### config.mk
export PLATFORM = sky130hd
export DESIGN_NAME = npu_bias_ctrl
export DESIGN_NICKNAME = d
export VERILOG_FILES = /design/src/rtl/npu_pkg.sv /design/src/rtl/npu_bi_o.sv /design/src/rtl/npu_bias_ctrl.sv
export SDC_FILE = /design/constraint.sdc
export NUM_CORES = 1
export LEC_CHECK = 0
export CAP_MARGIN = 20
export CORE_MARGIN = 5
export CORE_UTILIZATION = 58
export DETAILED_ROUTE_END_ITERATION = 12
export HOLD_SLACK_MARGIN = 0.08
export PLACE_DENSITY = 0.78
export SYNTH_ARGS = -nofsm -noshare
export SYNTH_HDL_FRONTEND = slang
export SYNTH_SLANG_ARGS = --single-unit
### constraint.sdc
create_clock -name clk_i -period 5.5 [get_ports clk_i]
set_input_delay 0.825 -clock clk_i [delete_from_list [all_inputs] [get_ports clk_i]]
set_output_delay 0.825 -clock clk_i [all_outputs]
set_load 0.01 [all_outputs]
### src/rtl/npu_pkg.sv
// Shared NPU definitions: datapath width and the bias controller state encoding.
package npu_pkg;

    localparam int M_LEN = 16;

    typedef enum logic [1:0] {
        BIAS_IDLE = 2'd0,
        BIAS_RUN  = 2'd1,
        BIAS_DONE = 2'd2
    } npu_bias_state_t;

endpackage

### src/rtl/npu_bi_o.sv
// Combinational bias adder: full-precision (M_LEN+1 bit) sum so the caller decides wrap or clamp.
module npu_bi_o
    import npu_pkg::*;
(
    input  logic signed [M_LEN-1:0] data_i,
    input  logic signed [M_LEN-1:0] bias_i,
    output logic signed [M_LEN:0]   sum_o
);

    assign sum_o = {data_i[M_LEN-1], data_i} + {bias_i[M_LEN-1], bias_i};

endmodule

### src/rtl/npu_bias_ctrl.sv
// Per-channel bias controller: adds bias[ch] to a channel-major result stream, one-cycle registered output.
// Optional clamping of the sum is enabled by defining NPU_BIAS_SAT_EN; otherwise the sum wraps.
module npu_bias_ctrl
    import npu_pkg::*;
#(
    parameter  int BIAS_DEPTH = 16,
    parameter  int CNT_W      = 16,
    localparam int AW         = $clog2(BIAS_DEPTH)
) (
    input  logic                    clk_i,
    input  logic                    rst_i,
    input  logic                    bias_we_i,
    input  logic [AW-1:0]           bias_waddr_i,
    input  logic signed [M_LEN-1:0] bias_wdata_i,
    input  logic                    start_i,
    input  logic [AW:0]             num_ch_i,
    input  logic [CNT_W-1:0]        num_el_i,
    input  logic signed [M_LEN-1:0] data_i,
    input  logic                    valid_i,
    output logic signed [M_LEN-1:0] data_o,
    output logic                    valid_o,
    output logic                    busy_o,
    output logic                    done_o,
    output npu_bias_state_t         dbg_state_o
);

    npu_bias_state_t state_q, state_d;

    logic [AW:0]             num_ch_q;
    logic [CNT_W-1:0]        num_el_q;
    logic [AW-1:0]           ch_q;
    logic [CNT_W-1:0]        el_q;
    logic signed [M_LEN-1:0] bias_mem [BIAS_DEPTH];
    logic signed [M_LEN-1:0] bias_rd;
    logic signed [M_LEN:0]   sum_full;
    logic signed [M_LEN-1:0] sum_out;
    logic                    beat;
    logic                    last_ch;
    logic                    last_el;
    logic                    last_beat;
    logic                    wr_ok;

    // A zero-element pass consumes nothing, so beats are only taken when num_el is non-zero.
    assign beat      = (state_q == BIAS_RUN) && valid_i && (|num_el_q);
    assign last_ch   = ({1'b0, ch_q} == (num_ch_q - (AW+1)'(1)));
    assign last_el   = (el_q == (num_el_q - CNT_W'(1)));
    assign last_beat = beat && last_ch && last_el;
    assign wr_ok     = bias_we_i && (32'(bias_waddr_i) < BIAS_DEPTH);

    assign busy_o      = (state_q == BIAS_RUN);
    assign dbg_state_o = state_q;

    always_comb begin
        state_d = state_q;
        case (state_q)
            BIAS_IDLE: if (start_i) state_d = BIAS_RUN;
            BIAS_RUN:  if (!(|num_el_q) || last_beat) state_d = BIAS_DONE;
            BIAS_DONE: state_d = BIAS_IDLE;
            default:   state_d = BIAS_IDLE;
        endcase
    end

    always_ff @(posedge clk_i) begin
        if (rst_i) state_q <= BIAS_IDLE;
        else       state_q <= state_d;
    end

    always_ff @(posedge clk_i) begin
        if (rst_i) begin
            num_ch_q <= (AW+1)'(1);
            num_el_q <= '0;
            ch_q     <= '0;
            el_q     <= '0;
        end else if ((state_q == BIAS_IDLE) && start_i) begin
            num_ch_q <= (num_ch_i == '0) ? (AW+1)'(1) : num_ch_i;
            num_el_q <= num_el_i;
            ch_q     <= '0;
            el_q     <= '0;
        end else if (beat) begin
            if (last_ch) begin
                ch_q <= '0;
                el_q <= last_el ? '0 : el_q + CNT_W'(1);
            end else begin
                ch_q <= ch_q + AW'(1);
            end
        end
    end

    // Read is combinational from the registered table, so a same-cycle write is seen only next cycle.
    always_ff @(posedge clk_i) begin
        if (rst_i) begin
            for (int i = 0; i < BIAS_DEPTH; i++) bias_mem[i] <= '0;
        end else if (wr_ok) begin
            bias_mem[bias_waddr_i] <= bias_wdata_i;
        end
    end

    assign bias_rd = bias_mem[ch_q];

    npu_bi_o u_bi_o (
        .data_i (data_i),
        .bias_i (bias_rd),
        .sum_o  (sum_full)
    );

    always_comb begin
        sum_out = sum_full[M_LEN-1:0];
`ifdef NPU_BIAS_SAT_EN
        // Overflow shows as a disagreement between the guard bit and the result sign bit.
        if (sum_full[M_LEN] != sum_full[M_LEN-1]) begin
            sum_out = sum_full[M_LEN] ? {1'b1, {(M_LEN-1){1'b0}}} : {1'b0, {(M_LEN-1){1'b1}}};
        end
`else
        sum_out = sum_full[M_LEN-1:0];
`endif
    end

    always_ff @(posedge clk_i) begin
        if (rst_i) begin
            valid_o <= 1'b0;
            data_o  <= '0;
            done_o  <= 1'b0;
        end else begin
            valid_o <= beat;
            if (beat) data_o <= sum_out;
            done_o  <= (state_q == BIAS_DONE);
        end
    end

endmodule

Word level (Yosys, flattened, before mapping)
Memories as Yosys holds them, arrays and structs flattened. A register that Yosys moved wholly into a read port is not among the register bits.
Cells that the tools add are included.

word-level totals
  bits in registers = 61
  RAM bits = 256
  input port bits = 62
  output and inout port bits = 21
  word-level logic and storage cells = 50
  memories kept = 1

memory list
  memory    words  width  rd ports  clocked after memory_dff  write ports  line                 source
  bias_mem  16     16     1         1                         16           npu_bias_ctrl.sv:33  logic signed [M_LEN-1:0] bias_mem [BIAS_DEPTH];

operators by class
  $add $sub $neg = 5
  eq/ne operators = 6
  multiplexer cells = 16
  reductions and logical operators = 14

operators with widths
  cell                                                   count
  2-to-1 mux 16 bit                                      2
  OR reduction 16 bit                                    2
  adder 16 x 1 -> 16 bit, second input constant          1
  adder 16 bit                                           1
  == test 16 bit                                         1
  2-to-1 mux 4 bit                                       4
  subtractor 16 x 1 -> 16 bit, second input constant     1
  2-to-1 mux 1 bit                                       6
  == test 4 x 5 -> 1 bit                                 1
  logical AND 1 bit                                      5
  logical NOT 5 bit                                      1
  2-to-1 mux 5 bit                                       1
  subtractor 5 x 1 -> 5 bit, second input constant       1
  adder 4 x 1 -> 4 bit, second input constant            1
  2-to-1 mux 2 bit                                       2
  one-hot mux 2 bit (2 select lines)                     1
  AND reduction 2 bit                                    2
  == test 2 x 1 -> 1 bit, second input constant          1
  == test 2 bit, second input constant                   1
  logical NOT 2 bit                                      1
  inequality test 2 x 1 -> 1 bit, second input constant  1
  inequality test 2 bit, second input constant           1
  OR reduction 2 bit                                     1
  logical NOT 1 bit                                      1
  logical OR 1 bit                                       1

Longest topological paths before layout
Gate-level depths: netlist (run 1).

  depth in word-level cells = 8
  gate-level depth with buffers = 14
  depth with buffers taken out = 12

Hierarchy
From an unflattened synthesis (run 1), not the netlist that was laid out.

unflattened totals
  cell total of the unflattened synthesis = 1,139
  area, all modules = 15,366.0 um2

by module, submodules not included
  module         instances  cells each  area an instance (um2)  seq. area each (um2)
  npu_bias_ctrl  1          1,044       14,587.7                8,988.6
  npu_bi_o       1          95          778.2                   0.0

Worst setup path after synthesis (run 1)
No wires, ideal clock.

  kind = register -> register
  from = register with a tool-made name
  to = register data_o[14]
  setup time = 0.122 ns
  data arrival time = 4.129 ns
  data required time = 5.378 ns
  setup slack = 1.249 ns
  stages on the path, launching flop included = 15
  period minus slack after synthesis = 4.251 ns
  cell sequence = dfxtp_1 -> clkbuf_1 -> buf_1 -> mux4_2 -> mux4_2 -> ha_1 -> inv_1 -> fa_1 -> nor2b_1 -> o31a_1 -> o41ai_1 -> o21ai_0 -> a211oi_1 -> xor2_1 -> o21ai_0

RTL lines
  what                  line                  source
  end signal, assigned  npu_bias_ctrl.sv:125  if (beat) data_o <= sum_out;
  end, declared         npu_bias_ctrl.sv:20   output logic signed [M_LEN-1:0] data_o,

==> results.py, run 1 <==
metrics = {
    "run_status": {
        "status": "finished, final reports clean",
    },
    "worst_setup_path": {
        "r2r_slack_ns": 1.17,
        "endpoint": "data_o[14]",
        "path_class": "register to register",
        "cp-end-kind": "register",
        "cp-start-kind": "register",
        "required_ns": 5.90,
        "r2r_end": "data_o[14]",
        "path_max_fanout": 42,
        "rr_worst_depth": 11,
        "critPathArrivalTime_ns": 4.73,
    },
    "grt": {
        "grt_start_max_net_pins": 43,
        "grt_pass1_vias": 9698,
        "use_met2_pct": 41.3,
        "grt.overflow.total": 0,
        "antenna_found_initial": 2,
        "grt_util_all_layers_pct": 26.2,
        "grt_use_met1_pct": 37.6,
        "use_met3_pct": 5.72,
        "grt_busiest_layer": "met2",
        "grt_first_pass_wirelength_mm": 57.9,
    },
    "clock_tree": {
        "cts.clk_slew.worst_paths_ns": 0.06,
        "numCtsBuffers": 35,
        "cts_buffer_depth": 3,
        "cts_sinks": 321,
        "cts_resized": 0,
        "cts.htree.levels": 2,
        "cts_hold_buf": 0,
        "clock_latency_ns": 0.54,
        "cts_tree": "yes",
        "cts-root-buf": "clkbuf_16",
        "cts_setup_buffers": 0,
    },
    "timing": {
        "fmax_mhz": 231,
        "whs_ns": 0.454,
        "setup_tns_ns": 0,
        "relSlewSlack_pct": 34.6,
        "slew_viol_final": 0,
        "post-route-period-util_pct": 78.8,
        "finClkSkew_ns": 0.0225,
        "fin_crit_ns": 4.33,
        "setup_viol": 0,
        "hold_viol_final": 0,
        "rsz0062_at_grt": "no",
        "worstMarginPinSlew_ns": 0.975,
    },
    "synthesis": {
        "synthCells": 1124,
        "syn-num-nets": 1206,
        "synth_top_cell_area_share_pct": 50.5,
        "async_flop_share_pct": 0,
        "syn_area_per_cell_um2": 13.5,
        "ys_types": 60,
        "yosysWarnings": 0,
        "ys_seq_area_share_pct": 59.1,
        "ys_ff_latch": 321,
        "synth_edf_count": 256,
        "syn_area_um2": 15200,
        "synth_flop_cell": "edfxtp_1",
        "yosys-top-cells-area": "edfxtp_1, mux4_2, and2_1",
        "synth_largest_area_cell": "edfxtp_1",
    },
    "detailed_routing": {
        "detailedRoute.firstIterationViolations": 1115,
        "viasPerCell": 6.16,
        "post_drt_wl_per_cell_um": 24.3,
        "first_pass_iters": 8,
        "wirelength_mm": 38.2,
        "drc": 0,
        "antenna_left": 0,
        "vias": 9706,
    },
    "placement": {
        "numPlacedInstances": 1509,
        "dpl_cell_area_um2": 16500,
        "port_buffers": 82,
        "place_congestion": 0.920,
        "hpwl_mm": 24.9,
    },
    "final_layout": {
        "final_cells": 1575,
        "final_area_um2": 17600,
        "nets": 1295,
        "multiInputGateArea_um2": 5890,
        "diodes": 0,
        "syn2layout_area_growth_pct": 16.0,
        "drive_gt1_share_pct": 14.8,
        "register_area_um2": 8990,
        "final_util_pct": 68.1,
        "fillers": 1723,
    },
    "floorplan": {
        "die_h_um": 172,
        "pin_count": 83,
        "die_area_um2": 29600,
        "die_width_um": 172,
        "std_cell_rows": 59,
        "core_area_um2": 25900,
        "start_util_pct": 58.7,
    },
    "min_path": {
        "hold_class": "register to register",
    },
    "power": {
        "p_leak_nw": 6.09,
        "p_per_area_nw_per_um2": 329,
        "ir_drop_mv": 0.345,
    },
    "flow_run": {
        "cap_violations": 0,
    },
}
cells in the mapped netlist (all sizes together) (3+ instances only):
cell	number
or2	4
nand2	48
a21o	4
buf	10
a211oi	5
and4	3
a31oi	3
clkbuf	59
o41ai	3
nand2b	5
o211ai	4
xnor2	33
nor3b	3
a22o	16
or3	4
edfxtp	256
nor2b	6
ha	19
inv	15
o21ai	32
mux4	79
and2	258
o211a	3
nor4	8
dfxtp	65
and3	4
a21oi	30
xor2	17
nor2	38
nand3	21
mux2i	3
nor3	36
nand4	6
power breakdown:
group | switching (mW) | internal (mW)
Sequential | 0.0683 | 2.76
Combinational | 0.352 | 0.289
Clock | 0.962 | 1.38
Total | 1.38 | 4.42
worst min-delay path by stage:
stage	start	to	slack, ns	depth (start not counted)
floorplan	ch_q[2]	register	0.47	2
global placement	data_o[8]	data_o[8]	0.44	2
detailed placement	data_o[3]	data_o[3]	0.45	2
CTS	data_o[3]	data_o[3]	0.45	2
global route	data_o[3]	data_o[3]	0.47	2
finish	data_o[3]	data_o[3]	0.45	2
layout make-up:
type                    instances  share of cell area [%]
clock buffers                  44                    5.16
clock inverters                20                    1.37
inverters                      15                   0.319
multi-input cells             719                    33.4
flip-flops and latches        321                    51.0
well taps                     335                    2.38
repair buffers                121                    6.40
state kept, by name, summed over array words and instances (netlist names), named ones only:
signal       count
ch_q             4
num_el_q        16
el_q            16
done_o           1
dbg_state_o      2
num_ch_q         5
data_o          16
valid_o          1
bias_mem       256
layout by cell type, fill, tap and decap left out, drive strengths merged, types with 5 or more instances in the layout:
cell type and n:
nand2 48, xnor2 33, nor2 38, nand2b 5, inv 16, edfxtp 256
dfxtp 65, a22o 16, a211oi 5, buf 39, mux4 79, clkinv 12
clkdlybuf4s50 82, nor4 8, xor2 17, and2 258, a21oi 30, nor2b 6
nand3 21, nor3 36, o21ai 32, clkbuf 44, nand4 6, ha 19
through the flow:
step | setup WS (ns) | total power [mW]
2_1_floorplan | 1.25 | 3.25
3_3_place_gp | 1.29 | 3.48
3_5_place_dp | 1.20 | 3.50
4_1_cts | 1.15 | 5.82
5_1_grt | 0.864 | 5.99
6_report | 1.17 | 5.81
routing by layer:
layer	vias to the layer above	routed length, um
met1	4833	15100
met4	0	868
li1	4330	-
met2	481	18200
met5	-	0
met3	62	4060
worst max-delay path, cell delays in order (launching register included):
cell and delay, ns:
dfxtp_4 0.65, buf_12 0.37, mux4_2 0.55, mux4_2 0.49
ha_1 0.39, o211a_1 0.17, o31a_1 0.13, o41ai_1 0.50
o21ai_0 0.31, a211oi_1 0.31, xor2_1 0.16, o21ai_0 0.10
kinds of logic (layout without fill, tap and decap cells):
kind of cell    after synthesis  after routing  synth area share, %
flops                       321            321                 59.1
xor+xnor                     51             51                 3.03
fa+ha+maj                    20             20                 1.69
mux                          83             83                 12.0
simple gates                450            450                 17.0
buf+inv                      84            200                 2.18
compound gates              115            115                 4.99
Note: power is estimated with default switching activity, not from simulation.
==> run 2: changes to the inputs <==
==> constraint.sdc (replaced) <==
create_clock -name clk_i -period 4 [get_ports clk_i]
set_input_delay 0.6 -clock clk_i [delete_from_list [all_inputs] [get_ports clk_i]]
set_output_delay 0.6 -clock clk_i [all_outputs]
set_load 0.01 [all_outputs]
==> run 2 against run 1 <==
Critical path depth increased by 2; first-iteration DRC count shrank 14%; final cell count grew 1.1%; non-clock buffer count rose by 20; sequential power is 37% higher; core utilization rose by 1.1 points; clock power up 48%; die area stayed put.
==> results.py, run 2 (synthesized netlist as in run 1, its figures left out) <==
metrics = {
    "grt": {
        "grt_start_max_net_pins": 22,
        "antenna_found_initial": 1,
        "grt_pass1_vias": 9858,
        "grt_util_all_layers_pct": 25.8,
        "grt.overflow.total": 0,
        "grt_first_pass_wirelength_mm": 57.6,
    },
    "timing": {
        "fmax_mhz": 263,
        "rsz0062_at_grt": "no",
        "hold_viol_final": 0,
        "post-route-period-util_pct": 94.9,
        "worstMarginPinSlew_ns": 1.02,
        "fin_crit_ns": 3.80,
        "setup_ws_ns": 0.203,
        "whs_ns": 0.456,
        "setup_viol": 0,
        "relSlewSlack_pct": 31.5,
        "slew_viol_final": 0,
        "finClkSkew_ns": 0.0276,
    },
    "clock_tree": {
        "cts_tree": "yes",
        "cts_sinks": 321,
        "cts_buffer_depth": 3,
        "cts.htree.levels": 2,
        "numCtsBuffers": 35,
        "cts-root-buf": "clkbuf_16",
        "cts_hold_buf": 0,
        "clock_latency_ns": 0.54,
        "cts.clk_slew.worst_paths_ns": 0.06,
    },
    "placement": {
        "port_buffers": 82,
        "dpl_cell_area_um2": 16600,
        "hpwl_mm": 25.1,
        "dp_worst_setup_slack_ns": -0.0253,
        "place_congestion": 0.883,
    },
    "floorplan": {
        "die_area_um2": 29600,
        "die_h_um": 172,
        "pin_count": 83,
        "die_width_um": 172,
        "std_cell_rows": 59,
        "start_util_pct": 58.7,
        "core_area_um2": 25900,
    },
    "detailed_routing": {
        "first_pass_iters": 5,
        "wirelength_mm": 37.4,
        "viasPerCell": 6.12,
        "vias": 9748,
        "drc": 0,
        "detailedRoute.firstIterationViolations": 956,
        "antenna_left": 0,
        "post_drt_wl_per_cell_um": 23.5,
    },
    "power": {
        "p_total_mw": 8.25,
        "ir_drop_mv": 0.621,
        "p_per_area_nw_per_um2": 460,
        "p_leak_nw": 6.25,
    },
    "worst_setup_path": {
        "r2r_slack_ns": 0.20,
        "critPathArrivalTime_ns": 4.24,
        "path_class": "register to register",
        "cp-end-kind": "register",
        "required_ns": 4.45,
        "critical-path-max-stage-delay_ns": 0.55,
        "cpMaxStageDelayCell": "mux4_2",
        "path_max_fanout": 20,
        "crit_chain": "buf_4, buf_12, mux4_2, mux4_2, ha_1, and3_1, and3_1, a2111oi_2, buf_4, o41ai_1, xor2_1, nand2_1, a21oi_1",
        "cp-start-kind": "register",
    },
    "final_layout": {
        "syn2layout_area_growth_pct": 17.8,
        "register_area_um2": 9000,
        "fillers": 1706,
        "mostFrequentLayoutCell": "and2_1",
        "layout_common_cells": "and2_1, edfxtp_1, clkdlybuf4s50_1",
        "nets": 1315,
        "final_area_um2": 17900,
        "multiInputGateArea_um2": 5900,
        "final_util_pct": 69.1,
        "regMostFlops": "bias_mem",
        "largest_reg_flops": 256,
        "drive_gt1_share_pct": 16.5,
    },
    "min_path": {
        "hold_class": "register to register",
    },
    "flow_run": {
        "cap_violations": 0,
    },
    "run_status": {
        "status": "finished, final reports clean",
    },
}
[run 2: cell count changes in the layout (fill, tap and decap cells not counted), sizes merged]
cell | before | now
buf | 39 | 59
bufinv | 4 | 8
clkinv | 12 | 10
clkbuf | 44 | 40
clkinvlp | 3 | 1
diode | 0 | 1
[run 2: path summary, 6_finish.rpt]
path	cells past startpoint	endpoint	from
max	13	data_o[13]	register
min	2	data_o[8]	data_o[8]
max reg2reg	13	data_o[13]	register
min reg2reg	2	data_o[8]	data_o[8]
[run 2: metal layers]
layer | vias up | routed length [um] | GRT usage (%)
met5 | - | 0 | 0
met4 | 0 | 883 | 6.49
met3 | 63 | 3660 | 6.70
met2 | 436 | 18000 | 41.9
met1 | 4868 | 14800 | 35.4
li1 | 4381 | - | -
[run 2: area by class of cell]
type,instances,area share (%)
Sequential cell,321,50.2
Tap cell,335,2.34
Inverter,15,0.314
Clock inverter,20,1.87
Antenna cell,1,0.0140
Timing Repair Buffer,141,7.33
Multi-Input combinational cell,719,32.9
Clock buffer,40,4.99
[run 2: critical path: cells and delay by family (launching register included)]
family / cells / cell delay (ns)
fa+ha+maj: 1 / 0.42
simple gates: 3 / 0.47
xor+xnor: 1 / 0.18
compound gates: 3 / 0.65
mux: 2 / 1.06
buf+inv: 3 / 0.53
flops: 1 / 0.41
[run 2: repair_timing]
| action | 4_1_cts | 5_1_grt |
|---|---|---|
| resized for setup | 1 | 2 |
| setup buffers | 0 | 5 |
| endpoints found under the setup margin | 2 | 6 |
[run 2: report_power, final]
part	internal, mW	total, mW	switching [mW]
Sequential	3.79	3.87	0.0875
Combinational	0.419	0.911	0.492
Clock	2.14	3.46	1.32
[run 2: through the flow]
| step | instances | setup TNS [ns] |
|---|---|---|
| 3_3_place_gp | 1521 | -0.0813 |
| 3_5_place_dp | 1523 | -0.0253 |
| 6_report | 1592 | 0 |
| 4_1_cts | 1583 | 0 |
| 5_1_grt | 1591 | 0 |
| 2_1_floorplan | 1124 | 0 |
